**src/rtl/kyber_pkg.sv**
```systemverilog
// Shared Kyber arithmetic constants for the NTT butterfly datapath.
package kyber_pkg;

    localparam int KYBER_Q   = 3329;
    localparam int COEF_W    = 12;
    localparam int BARRETT_M = 5039;
    localparam int BARRETT_K = 24;
    localparam int PROD_W    = 2 * COEF_W;
    localparam int RED_W     = 14;

endpackage

```
**src/rtl/barrett_reduce.sv**
```systemverilog
// Two-stage Barrett reduction of a 24-bit product modulo KYBER_Q.
// Stage A computes the quotient estimate, stage B subtracts and corrects once.
module barrett_reduce
    import kyber_pkg::*;
(
    input  logic        clk,
    input  logic        rst,
    input  logic        en,
    input  logic [23:0] p_in,
    input  logic        v_in,
    output logic [11:0] r_out,
    output logic        v_out
);

    logic [RED_W-1:0] p_lo_d, p_lo_q;
    logic [11:0]      t_d, t_q;
    logic             v2_d, v2_q;
    logic [RED_W-1:0] r;
    logic [11:0]      r_out_d, r_out_q;
    logic             v3_d, v3_q;

    always_comb begin
        p_lo_d  = p_lo_q;
        t_d     = t_q;
        v2_d    = v2_q;
        r_out_d = r_out_q;
        v3_d    = v3_q;
        // Only the low bits are needed: r = p - t*Q lies in [0, 2Q).
        r = 14'(p_lo_q - 14'(t_q) * 14'(KYBER_Q));
        if (en) begin
            p_lo_d  = p_in[RED_W-1:0];
            t_d     = 12'((37'(p_in) * 37'(BARRETT_M)) >> BARRETT_K);
            v2_d    = v_in;
            r_out_d = (r >= 14'(KYBER_Q)) ? 12'(r - 14'(KYBER_Q)) : r[11:0];
            v3_d    = v2_q;
        end
    end

    always_ff @(posedge clk) begin
        if (rst) begin
            p_lo_q  <= '0;
            t_q     <= '0;
            v2_q    <= 1'b0;
            r_out_q <= '0;
            v3_q    <= 1'b0;
        end else begin
            p_lo_q  <= p_lo_d;
            t_q     <= t_d;
            v2_q    <= v2_d;
            r_out_q <= r_out_d;
            v3_q    <= v3_d;
        end
    end

    assign r_out = r_out_q;
    assign v_out = v3_q;

endmodule

```
**src/rtl/mod_mul_barrett.sv**
```systemverilog
// Pipelined (a*b) mod 3329 multiplier with a global-stall valid/ready pipeline.
// Stage 1 multiplies here; stages 2-3 live in barrett_reduce.
module mod_mul_barrett
    import kyber_pkg::*;
#(
    parameter int W     = COEF_W,
    parameter int TAG_W = 8
) (
    input  logic             clk,
    input  logic             rst,
    input  logic             in_valid,
    output logic             in_ready,
    input  logic [W-1:0]     a,
    input  logic [W-1:0]     b,
    input  logic [TAG_W-1:0] in_tag,
    output logic             out_valid,
    input  logic             out_ready,
    output logic [W-1:0]     out,
    output logic [TAG_W-1:0] out_tag
);

    logic              adv;
    logic              v3;
    logic [2*W-1:0]    p_d, p_q;
    logic              v1_d, v1_q;
    logic [TAG_W-1:0]  tag1_d, tag1_q;
    logic [TAG_W-1:0]  tag2_d, tag2_q;
    logic [TAG_W-1:0]  tag3_d, tag3_q;

    // Whole pipeline moves together unless the last stage is stuck.
    assign adv      = !v3 || out_ready;
    assign in_ready = adv;

    always_comb begin
        p_d    = p_q;
        v1_d   = v1_q;
        tag1_d = tag1_q;
        tag2_d = tag2_q;
        tag3_d = tag3_q;
        if (adv) begin
            p_d    = (2*W)'(a) * (2*W)'(b);
            v1_d   = in_valid;
            tag1_d = in_tag;
            tag2_d = tag1_q;
            tag3_d = tag2_q;
        end
    end

    always_ff @(posedge clk) begin
        if (rst) begin
            p_q    <= '0;
            v1_q   <= 1'b0;
            tag1_q <= '0;
            tag2_q <= '0;
            tag3_q <= '0;
        end else begin
            p_q    <= p_d;
            v1_q   <= v1_d;
            tag1_q <= tag1_d;
            tag2_q <= tag2_d;
            tag3_q <= tag3_d;
        end
    end

    barrett_reduce u_reduce (
        .clk   (clk),
        .rst   (rst),
        .en    (adv),
        .p_in  (p_q),
        .v_in  (v1_q),
        .r_out (out),
        .v_out (v3)
    );

    assign out_valid = v3;
    assign out_tag   = tag3_q;

endmodule

```
**config.mk**
```make
export PLATFORM = sky130hd
export DESIGN_NAME = mod_mul_barrett
export DESIGN_NICKNAME = d
export VERILOG_FILES = /design/src/rtl/kyber_pkg.sv /design/src/rtl/barrett_reduce.sv /design/src/rtl/mod_mul_barrett.sv
export SDC_FILE = /design/constraint.sdc
export NUM_CORES = 1
export LEC_CHECK = 0
export CORE_MARGIN = 2
export CORE_UTILIZATION = 45
export CTS_CLUSTER_SIZE = 28
export DETAILED_ROUTE_END_ITERATION = 7
export HOLD_SLACK_MARGIN = 0.1
export PLACE_DENSITY = 0.7
export REMOVE_ABC_BUFFERS = 1
export SLEW_MARGIN = 20
export SYNTH_ARGS = -nofsm -noshare
export SYNTH_HDL_FRONTEND = slang
export SYNTH_SLANG_ARGS = --single-unit
```
**constraint.sdc**
```tcl
create_clock -name clk -period 15.05 [get_ports clk]
set_input_delay 1.505 -clock clk [delete_from_list [all_inputs] [get_ports clk]]
set_output_delay 1.505 -clock clk [all_outputs]
set_load 0.01 [all_outputs]
```
==> results of run 1 <==
[area by class of cell]
| type | instances | area [um^2] |
|---|---|---|
| inverter | 339 | 1270 |
| timing repair buffer | 61 | 596 |
| fill | 2913 | 15900 |
| clock buffer | 10 | 239 |
| sequential | 89 | 1780 |
| clock inverter | 6 | 95.1 |
| tap | 402 | 503 |
| antenna | 1 | 2.50 |
| multi-input combinational | 1135 | 11200 |
[synthesized netlist by cell type, drive strengths merged, types with 3 or more instances]
cell type  instances  area [um^2]
a211o              3         26.3
a211oi            19          143
a21o              13         97.6
a21oi            104          536
a31oi              6         37.5
a41oi              3         26.3
and2              48          300
and3              10         62.6
buf                6         23.8
clkbuf            50          188
dfxtp             89         1780
fa               236         4720
ha               222         2780
inv              339         1270
nand2            245          927
nand2b             5         31.3
nand3             18         90.1
nand4              4         25.0
nor2              34          128
nor2b              4         25.0
nor3              17         85.1
nor4               5         37.5
o211ai             8         65.1
o21a               7         52.6
o21ai             24          120
o21bai             5         37.5
o22ai              3         18.8
o311ai             3         26.3
or2                3         18.8
xnor2             34          305
xor2              20          175
[through the flow]
step	std cells	setup WS (ns)	util [%]	hold WS (ns)	instance area, um^2
after detailed placement	2026	7.68	48.6	0.446	15400
after global placement	2026	7.78	48.6	0.438	15400
after floorplan	1563	7.97	-	0.426	14300
after global routing	2042	7.62	49.6	0.466	15700
after CTS	2042	8.04	49.6	0.452	15700
final	2043	7.97	49.6	0.449	15700
[final timing paths]
kind	startpoint	to	slack, ns	depth (start not counted)
max	a[4]	p_q[23]	7.97	21
min	out_tag[1]	out_tag[1]	0.45	2
max reg2reg	p_q[10]	u_reduce.t_q[8]	8.83	17
min reg2reg	out_tag[1]	out_tag[1]	0.45	2
[flip-flops by register name, indices dropped and copies added, names as in the netlist]
register / cells
p_q: 24
u_reduce.v_out: 1
u_reduce.t_q: 12
tag2_q: 8
u_reduce.v2_q: 1
out_tag: 8
u_reduce.p_lo_q: 14
v1_q: 1
u_reduce.r_out: 12
tag1_q: 8
[logic make-up (layout without fill, tap and decap cells)]
logic type                 count (synthesis)  in the layout  share of synthesized area [%]
adders and majority gates                458            458                           51.9
AOI/OAI and AO/OA                        215            215                           9.25
other                                      0              1                              0
DFF                                       89             89                           12.3
and+or+nand+nor                          408            408                           13.0
buffers and inverters                    395            416                           10.3
xor gates and xnor gates                  54             54                           3.32
[per-layer routing]
| metal | vias up | track usage (%) |
|---|---|---|
| met1 | 5179 | 24.6 |
| met5 | - | 0 |
| li1 | 5115 | - |
| met3 | 47 | 1.75 |
| met2 | 183 | 34.1 |
| met4 | 0 | 5.02 |
[worst register-to-register path, stage by stage, from the launching register on]
cell      delay, ns
dfxtp_1        0.69
fa_1           0.55
fa_1           0.55
fa_1           0.47
fa_1           0.52
inv_1          0.06
fa_1           0.53
inv_1          0.04
ha_1           0.32
nand3_1        0.09
o211ai_1       0.12
nor4b_1        0.72
o211ai_1       0.29
a211oi_1       0.52
o21bai_1       0.16
a21oi_1        0.20
xor2_1         0.18
o21ai_1        0.07
==> summary.md, run 1 <==
| Metric | Value |
|---|---|
| # setup viols final | `0` |
| Routed wire length | `around 30 mm` |
| Antenna violations before repair | `0` |
| Top FF cell, synth | `dfxtp_1` |
| Critical Path RT | `15.31 ns` |
| WP buf/inv | `5` |
| Most frequent cells in the layout | `338 x inv_1, 244 x nand2_1, 236 x fa_1` |
| Post-CTS Setup Bufs | `0` |
| Number of synthesized flops with an enable pin | `0` |
| Per-cell routed wire length | `~15 um` |
| Synth-to-Final Area Change | `8.51%` |
| Layout Skew | `about 0.0098 ns` |
| Placer Congestion | `0.870` |
| Crit-path max cell delay | `between 0.6 and 0.7 ns` |
| CP top delay family | `adder cells` |
| DRC Markers | `0` |
| CTS root buf | `clkbuf_16` |
| Max cap viols | `0` |
| Die width | `approximately 180 um` |
| Most frequent cell on the critical path | `fa_1` |
| Max Clk Rate | `0.141 GHz` |
| Slew @ Worst Pin | `0.855 ns` |
| Congestion Overflow GR | `0` |
| Die area | `between 30000 and 40000 um^2` |
| CTS clk-pin slew, worst paths | `~0.070 ns` |
| CTS buffer count | `9` |
| Die boundary height | `183 um` |
| Hold/Removal Path Class | `reg -> reg` |
| CP Cell Sequence | `clkdlybuf4s50_1 -> and2_1 -> fa_1 -> inv_1 -> fa_1 -> inv_1 -> fa_1 -> fa_1 -> inv_1 -> fa_1 -> inv_1 -> ha_1 -> a21o_1 -> a21o_1 -> a21oi_1 -> o31ai_1 -> a311o_1 -> a311oi_1 -> o21bai_1 -> xnor2_1 -> a211oi_1` |
| Final Hold Vio Count | `0` |
| Yosys warnings | `0` |
| Crit path kind | `in -> reg` |
| CP Max Fanout | `12` |
| Final critical path time including I/O delays and setup | `7.08 ns` |
| Met2 wire length | `~15 mm` |
| Gr usage total | `a little under a fifth` |
| ANT nets after route | `0` |
| Detailed placer's ending HPWL | `25.1 mm` |
| Synth unique cells | `70` |
| Slowest cell on crit path | `clkdlybuf4s50_1` |
| Setup tns final | `0 ns` |
| Vias in the first global route | `10961` |
| Drt first pass iters | `5` |
| Met3 wire length | `roughly 890 um` |
| Rel. slew slack | `a little over two fifths` |
| Synthesis-stage register bit count | `89` |
| CTS tree | `done` |
| Most common cell after layout, fill and taps aside | `inv_1` |
| Share of cells above drive strength 1 | `under 10%` |
| Clk buf depth | `2` |
| Syn Area/Cell | `just under 9 um^2` |
| Met1 WL | `~14 mm` |
| Vias per inst | `about 5.2` |
| Port Buf Inserts | `57` |
| Arrival @ worst endpoint | `about 7.3 ns` |
| Post-synthesis async set-or-reset flop share | `0%` |
| Seq/Total Area, Yosys | `about an eighth` |
| Iteration-0 DRC Markers | `around 500` |
| # IOs | `a little under 60` |
| Via count | `around 11000` |
| Max-slew violations | `0` |
| Crit. End Element | `flip-flop` |
| Largest net degree at the start of global routing | `a little under 80` |
| Initial Util | `a little under half` |
| Cell Area, Synth | `approximately 14000 um^2` |
| First-pass GRT wire length | `52.3 mm` |
| # clock sinks | `between 80 and 90` |
| # hold bufs at CTS | `0` |
| Core ar. | `between 30000 and 40000 um^2` |
| Period Utilization, post-route | `47.0%` |
| Latest clock arrival within the worst-skew pair | `0.35 ns` |
| H-tree depth | `3` |
| DR top layer | `met4` |
| Status | `finished clean` |
| RSZ-0062 raised after global routing | `false` |
| Mapped Cells | `1619` |
| Core Rows | `65` |
| Post-cts resize count | `0` |
| Final net count | `2129` |
| CP Launch Type | `primary input` |
Power of run 1 is left out: the tool's default activity adds up to more than one toggle a clock period on the data nets, which glitch-free logic cannot reach.
==> run 2: changes to the inputs <==
==> constraint.sdc (replaced) <==
create_clock -name clk -period 7.2 [get_ports clk]
set_input_delay 0.72 -clock clk [delete_from_list [all_inputs] [get_ports clk]]
set_output_delay 0.72 -clock clk [all_outputs]
set_load 0.01 [all_outputs]
==> run 2 against run 1 <==
Compared with the run above: critical path depth fell by 3; setup slack worse by 7.1 ns; routed wire length fell by 0.35%; first-iteration DRC count decreased by 20%; largest cell class unchanged; non-clock buffer count increased by 2; clock skew shrank 0.0022 ns.
==> summary.md, run 2 (synthesis gave the netlist of run 1 again) <==
| Metric | Value |
|---|---|
| Placer Congestion | `about 0.86` |
| H-tree depth | `3` |
| Final critical path time including I/O delays and setup | `roughly 6.3 ns` |
| Layout Skew | `0.00766 ns` |
| # setup viols final | `0` |
| Status | `finished clean` |
| Critical Path RT | `about 7.5 ns` |
| Most frequent cell on the critical path | `fa_1` |
| Crit path kind | `in -> reg` |
| # hold bufs at CTS | `0` |
| Gr usage total | `about a fifth` |
| Crit-path max cell delay | `about 0.76 ns` |
| Most frequent cells in the layout | `338 x inv_1, 244 x nand2_1, 236 x fa_1` |
| Largest net degree at the start of global routing | `60` |
| CTS buffer count | `9` |
| CP Cell Sequence | `clkdlybuf4s50_1 -> nand2_1 -> fa_1 -> fa_1 -> inv_1 -> fa_1 -> fa_1 -> inv_1 -> fa_1 -> inv_1 -> ha_1 -> a2111oi_0 -> o31ai_1 -> a311o_1 -> a311oi_1 -> o21bai_1 -> xnor2_1 -> a211oi_1` |
| Rel. slew slack | `between 30% and 40%` |
| Port Buf Inserts | `57` |
| Final Hold Vio Count | `0` |
| CP Max Fanout | `12` |
| Gr busiest metal | `met2` |
| Reg2reg start | `p_q[10]` |
| Synth-to-Final Area Change | `8.29%` |
| ANT nets after route | `0` |
| Antenna violations before repair | `0` |
| Initial Util | `45.7%` |
| Latest clock arrival within the worst-skew pair | `0.36 ns` |
| Via count | `approximately 10000` |
| Max Clk Rate | `around 0.16 GHz` |
| Max FFs per register | `24` |
| Vias in the first global route | `10949` |
| Die area | `around 34000 um^2` |
| Die boundary height | `183 um` |
| Crit. End Element | `flip-flop` |
| Max cap viols | `0` |
| WP buf/inv | `4` |
| Hold Crit Depth | `2` |
| CP top delay family | `adder cells` |
| FILL cells | `approximately 3000` |
| First-pass GRT wire length | `roughly 52 mm` |
| Critical Path Stages | `18` |
| CTS tree | `done` |
| FF-to-FF path depth | `17` |
| Drt first pass iters | `4` |
| RSZ-0062 raised after global routing | `false` |
| Routed wire length | `30.0 mm` |
| Final net count | `~2100` |
| Slowest cell on crit path | `clkdlybuf4s50_1` |
| Congestion Overflow GR | `0` |
| Post-cts resize count | `0` |
| CP endpoint | `p_q[23]` |
| Clk buf depth | `2` |
| Detailed placer's ending HPWL | `25.1 mm` |
| FF-to-FF setup slack | `~1.0 ns` |
| # clock sinks | `89` |
| Met1 GRT Util | `around 25%` |
| Largest regs | `p_q: 24 flops, u_reduce.p_lo_q: 14 flops` |
| # IOs | `slightly below 60` |
| Reg with most FFs | `p_q` |
| Antenna diodes | `0` |
| Core ar. | `about 32000 um^2` |
| Crit path launch | `b[3]` |
| Hold/Removal Path Class | `reg -> reg` |
| Max-slew violations | `0` |
| Most common cell after layout, fill and taps aside | `inv_1` |
| Setup tns final | `0 ns` |
| CTS clk-pin slew, worst paths | `~0.07 ns` |
| Period Utilization, post-route | `87.4%` |
| Met2 Usage GRT | `around a third` |
| Area of the multi-input gates | `around 11000 um^2` |
| CTS root buf | `clkbuf_16` |
| Post-CTS Setup Bufs | `0` |
| Slew @ Worst Pin | `a little over 0.9 ns` |
| Core Rows | `65` |
| Per-cell routed wire length | `about 15 um` |
| Iteration-0 DRC Markers | `between 400 and 500` |
| Vias per inst | `roughly 5` |
| Share of cells above drive strength 1 | `2.38%` |
| CP Launch Type | `primary input` |
| Die width | `approximately 180 um` |
| Reg2Reg Capture Point | `u_reduce.t_q[8]` |
| Met3 global-route usage | `2.48%` |
| DRC Markers | `0` |
| Sequential cell area | `1780 um^2` |
| Arrival @ worst endpoint | `6.56 ns` |
[run 2: cell types whose count changed in the layout (fill, tap and decap cells not counted)]
cell | before | now
buf_4 | 4 | 6
bufinv_16 | 2 | 0
clkinvlp_4 | 0 | 2
clkinv_4 | 1 | 2
diode_2 | 1 | 0
inv_6 | 3 | 2
[run 2: worst reg2reg max path, cell delays in order, from the launching register on]
cell	delay (ns)
dfxtp_1	0.69
fa_1	0.56
fa_1	0.53
fa_1	0.44
fa_1	0.49
inv_1	0.05
fa_1	0.52
inv_1	0.05
ha_1	0.31
a21oi_1	0.16
o211ai_1	0.14
nor4b_1	0.68
o211ai_1	0.29
a211oi_1	0.51
o21bai_1	0.17
a21oi_1	0.21
xor2_1	0.18
o21ai_1	0.07
[run 2: how the worst min path moves through the flow]
stage | start | to | slack (ns)
6_report | out_tag[7] | out_tag[7] | 0.45
2_1_floorplan | u_reduce.p_lo_q[0] | u_reduce.p_lo_q[0] | 0.43
5_1_grt | out_tag[2] | out_tag[2] | 0.47
3_3_place_gp | tag1_q[4] | tag1_q[4] | 0.44
3_5_place_dp | u_reduce.p_lo_q[10] | u_reduce.p_lo_q[10] | 0.44
4_1_cts | out_tag[7] | out_tag[7] | 0.45
[run 2: layout make-up]
class / count / share of cell area (%)
clock buffer: 10 / 1.53
tap: 402 / 3.21
inverter: 339 / 8.12
timing repair buffer: 63 / 3.90
sequential: 89 / 11.4
multi-input combinational: 1135 / 71.6
clock inverter: 6 / 0.319
[run 2: layer usage]
metal	up-vias	share of wire, %
li1	5116	-
met1	5080	46
met2	195	48
met3	36	3.9
met4	0	1.5
met5	-	0
[run 2: stage by stage]
stage          instance area (um^2)  util [%]  cells  hold slack [ns]  setup slack (ns)
6_report                      15700      49.5   2044            0.448             0.906
5_1_grt                       15700      49.5   2044            0.470             0.590
4_1_cts                       15700      49.5   2044            0.452             0.930
3_5_place_dp                  15400      48.6   2028            0.443             0.571
3_3_place_gp                  15400      48.6   2028            0.438             0.723
2_1_floorplan                 14300         -   1563            0.426              1.42
Power of run 2 is left out for the same reason.
==> run 3: changes to the inputs <==
==> constraint.sdc (replaced) <==
create_clock -name clk -period 7.8 [get_ports clk]
set_input_delay 0.78 -clock clk [delete_from_list [all_inputs] [get_ports clk]]
set_output_delay 0.78 -clock clk [all_outputs]
set_load 0.01 [all_outputs]
==> run 3 against run 2 <==
Compared with the run above: setup slack gained 0.54 ns; clock skew is 0.0021 ns higher; via count is essentially flat; register-to-register slack gained 0.58 ns; non-clock buffer count fell by 2; cell count hardly changed; first-iteration DRC count grew 28%; sequential share of layout area is essentially flat; global-route usage down 0.30 points; sequential cell count is the same; critical path type unchanged; critical endpoint unchanged; largest cell class unchanged; highest routed layer unchanged.
==> summary.md, run 3 (synthesis gave the netlist of run 1 again) <==
| Metric | Value |
|---|---|
| Layout Skew | `0.00980 ns` |
| Most frequent cells in the layout | `338 x inv_1, 244 x nand2_1, 236 x fa_1` |
| Via count | `~10000` |
| Gr usage total | `a little under a fifth` |
| Initial Util | `45.7%` |
| Max FFs per register | `24` |
| Dpl cell area | `roughly 15000 um^2` |
| Iteration-0 DRC Markers | `between 500 and 600` |
| CTS clk-pin slew, worst paths | `~0.070 ns` |
| Setup tns final | `0 ns` |
| Placer Congestion | `about 0.88` |
| Final Hold Vio Count | `0` |
| Antenna violations before repair | `0` |
| Most common cell after layout, fill and taps aside | `inv_1` |
| Vias per inst | `~5.1` |
| Final critical path time including I/O delays and setup | `roughly 6.4 ns` |
| DRC Markers | `0` |
| RSZ-0062 raised after global routing | `false` |
| Post-cts resize count | `0` |
| Die boundary height | `183 um` |
| Slew @ Worst Pin | `0.955 ns` |
| Clk buf depth | `2` |
| Post-route cell area | `15700 um^2` |
| Post-CTS Setup Bufs | `0` |
| # hold bufs at CTS | `0` |
| # clock sinks | `a little under 90` |
| Vias in the first global route | `approximately 11000` |
| Crit path kind | `in -> reg` |
| # setup viols final | `0` |
| Reg with most FFs | `p_q` |
| Period Utilization, post-route | `81.5%` |
| CTS root buf | `clkbuf_16` |
| Arrival @ worst endpoint | `approximately 6.6 ns` |
| # IOs | `58` |
| Final net count | `2129` |
| Die width | `roughly 180 um` |
| CP Max Fanout | `12` |
| CP Launch Type | `primary input` |
| Setup ws final | `1.45 ns` |
| Routed wire length | `around 30 mm` |
| Latest clock arrival within the worst-skew pair | `approximately 0.35 ns` |
| Crit path launch | `b[4]` |
| Crit. End Element | `flip-flop` |
| Max cap viols | `0` |
| Core Rows | `65` |
| CTS tree | `done` |
| Drt first pass iters | `4` |
| Synth-to-Final Area Change | `8.33%` |
| Min-delay src | `out_tag[7]` |
| ANT nets after route | `0` |
| First-pass GRT wire length | `51.2 mm` |
| Largest net degree at the start of global routing | `96` |
| Hold/Removal Path Class | `reg -> reg` |
| Worst slack at placement | `around 1.1 ns` |
| Per-cell routed wire length | `roughly 15 um` |
| Die area | `about 34000 um^2` |
| Core ar. | `between 30000 and 40000 um^2` |
| Reg2reg start | `p_q[11]` |
| Critical Path RT | `8.06 ns` |
| Largest regs | `p_q: 24 flops, u_reduce.p_lo_q: 14 flops` |
| Max-slew violations | `0` |
| H-tree depth | `3` |
| Util after Layout | `roughly 50%` |
| Port Buf Inserts | `57` |
| Status | `finished clean` |
| FILL cells | `approximately 3000` |
| Rel. slew slack | `36.3%` |
| Congestion Overflow GR | `0` |
| Detailed placer's ending HPWL | `approximately 25 mm` |
| Share of cells above drive strength 1 | `2.26%` |
| CTS buffer count | `9` |
| Max Clk Rate | `0.157 GHz` |
| Antenna diodes | `0` |
==> run 3: path summary, 6_finish.rpt <==
kind | slack [ns] | endpoint | cells past startpoint
worst min register to register | 0.45 | out_tag[7] | 2
worst min-delay path | 0.45 | out_tag[7] | 2
worst max-delay path | 1.45 | p_q[23] | 18
worst max register to register | 1.61 | u_reduce.t_q[8] | 17
==> run 3: layer usage <==
layer  wire length, um  global-route usage (%)  vias up
li1                  -                       -     5120
met1             13800                    24.6     5138
met2             14800                    33.6      156
met3               846                    1.39       22
met4               350                    3.74        0
met5                 0                       0        -
==> run 3: worst max-delay path: stages <==
cell and delay, ns:
clkdlybuf4s50_1 0.78, nand2_1 0.15, fa_1 0.50, fa_1 0.41
inv_1 0.08, fa_1 0.44, fa_1 0.55, inv_1 0.05
fa_1 0.47, inv_1 0.04, ha_1 0.22, a2111oi_0 0.69
o31ai_1 0.26, a311o_1 0.45, a311oi_1 0.29, o21bai_1 0.10
xnor2_1 0.13, a211oi_1 0.22
==> run 3: area by class of cell <==
type	instances	area, um^2	area share (%)
Multi-Input combinational cell	1135	11200	71.5
Timing Repair Buffer	61	596	3.80
Tap cell	402	503	3.21
Clock inverter	6	71.3	0.455
Sequential cell	89	1780	11.4
Inverter	339	1270	8.12
Clock buffer	10	239	1.52
==> run 3: metrics by stage <==
stage	hold WS [ns]	cells
final	0.448	2042
after floorplan	0.426	1563
after detailed placement	0.445	2026
after global placement	0.438	2026
after CTS	0.454	2042
after global routing	0.477	2042
Power of run 3 is left out for the same reason.
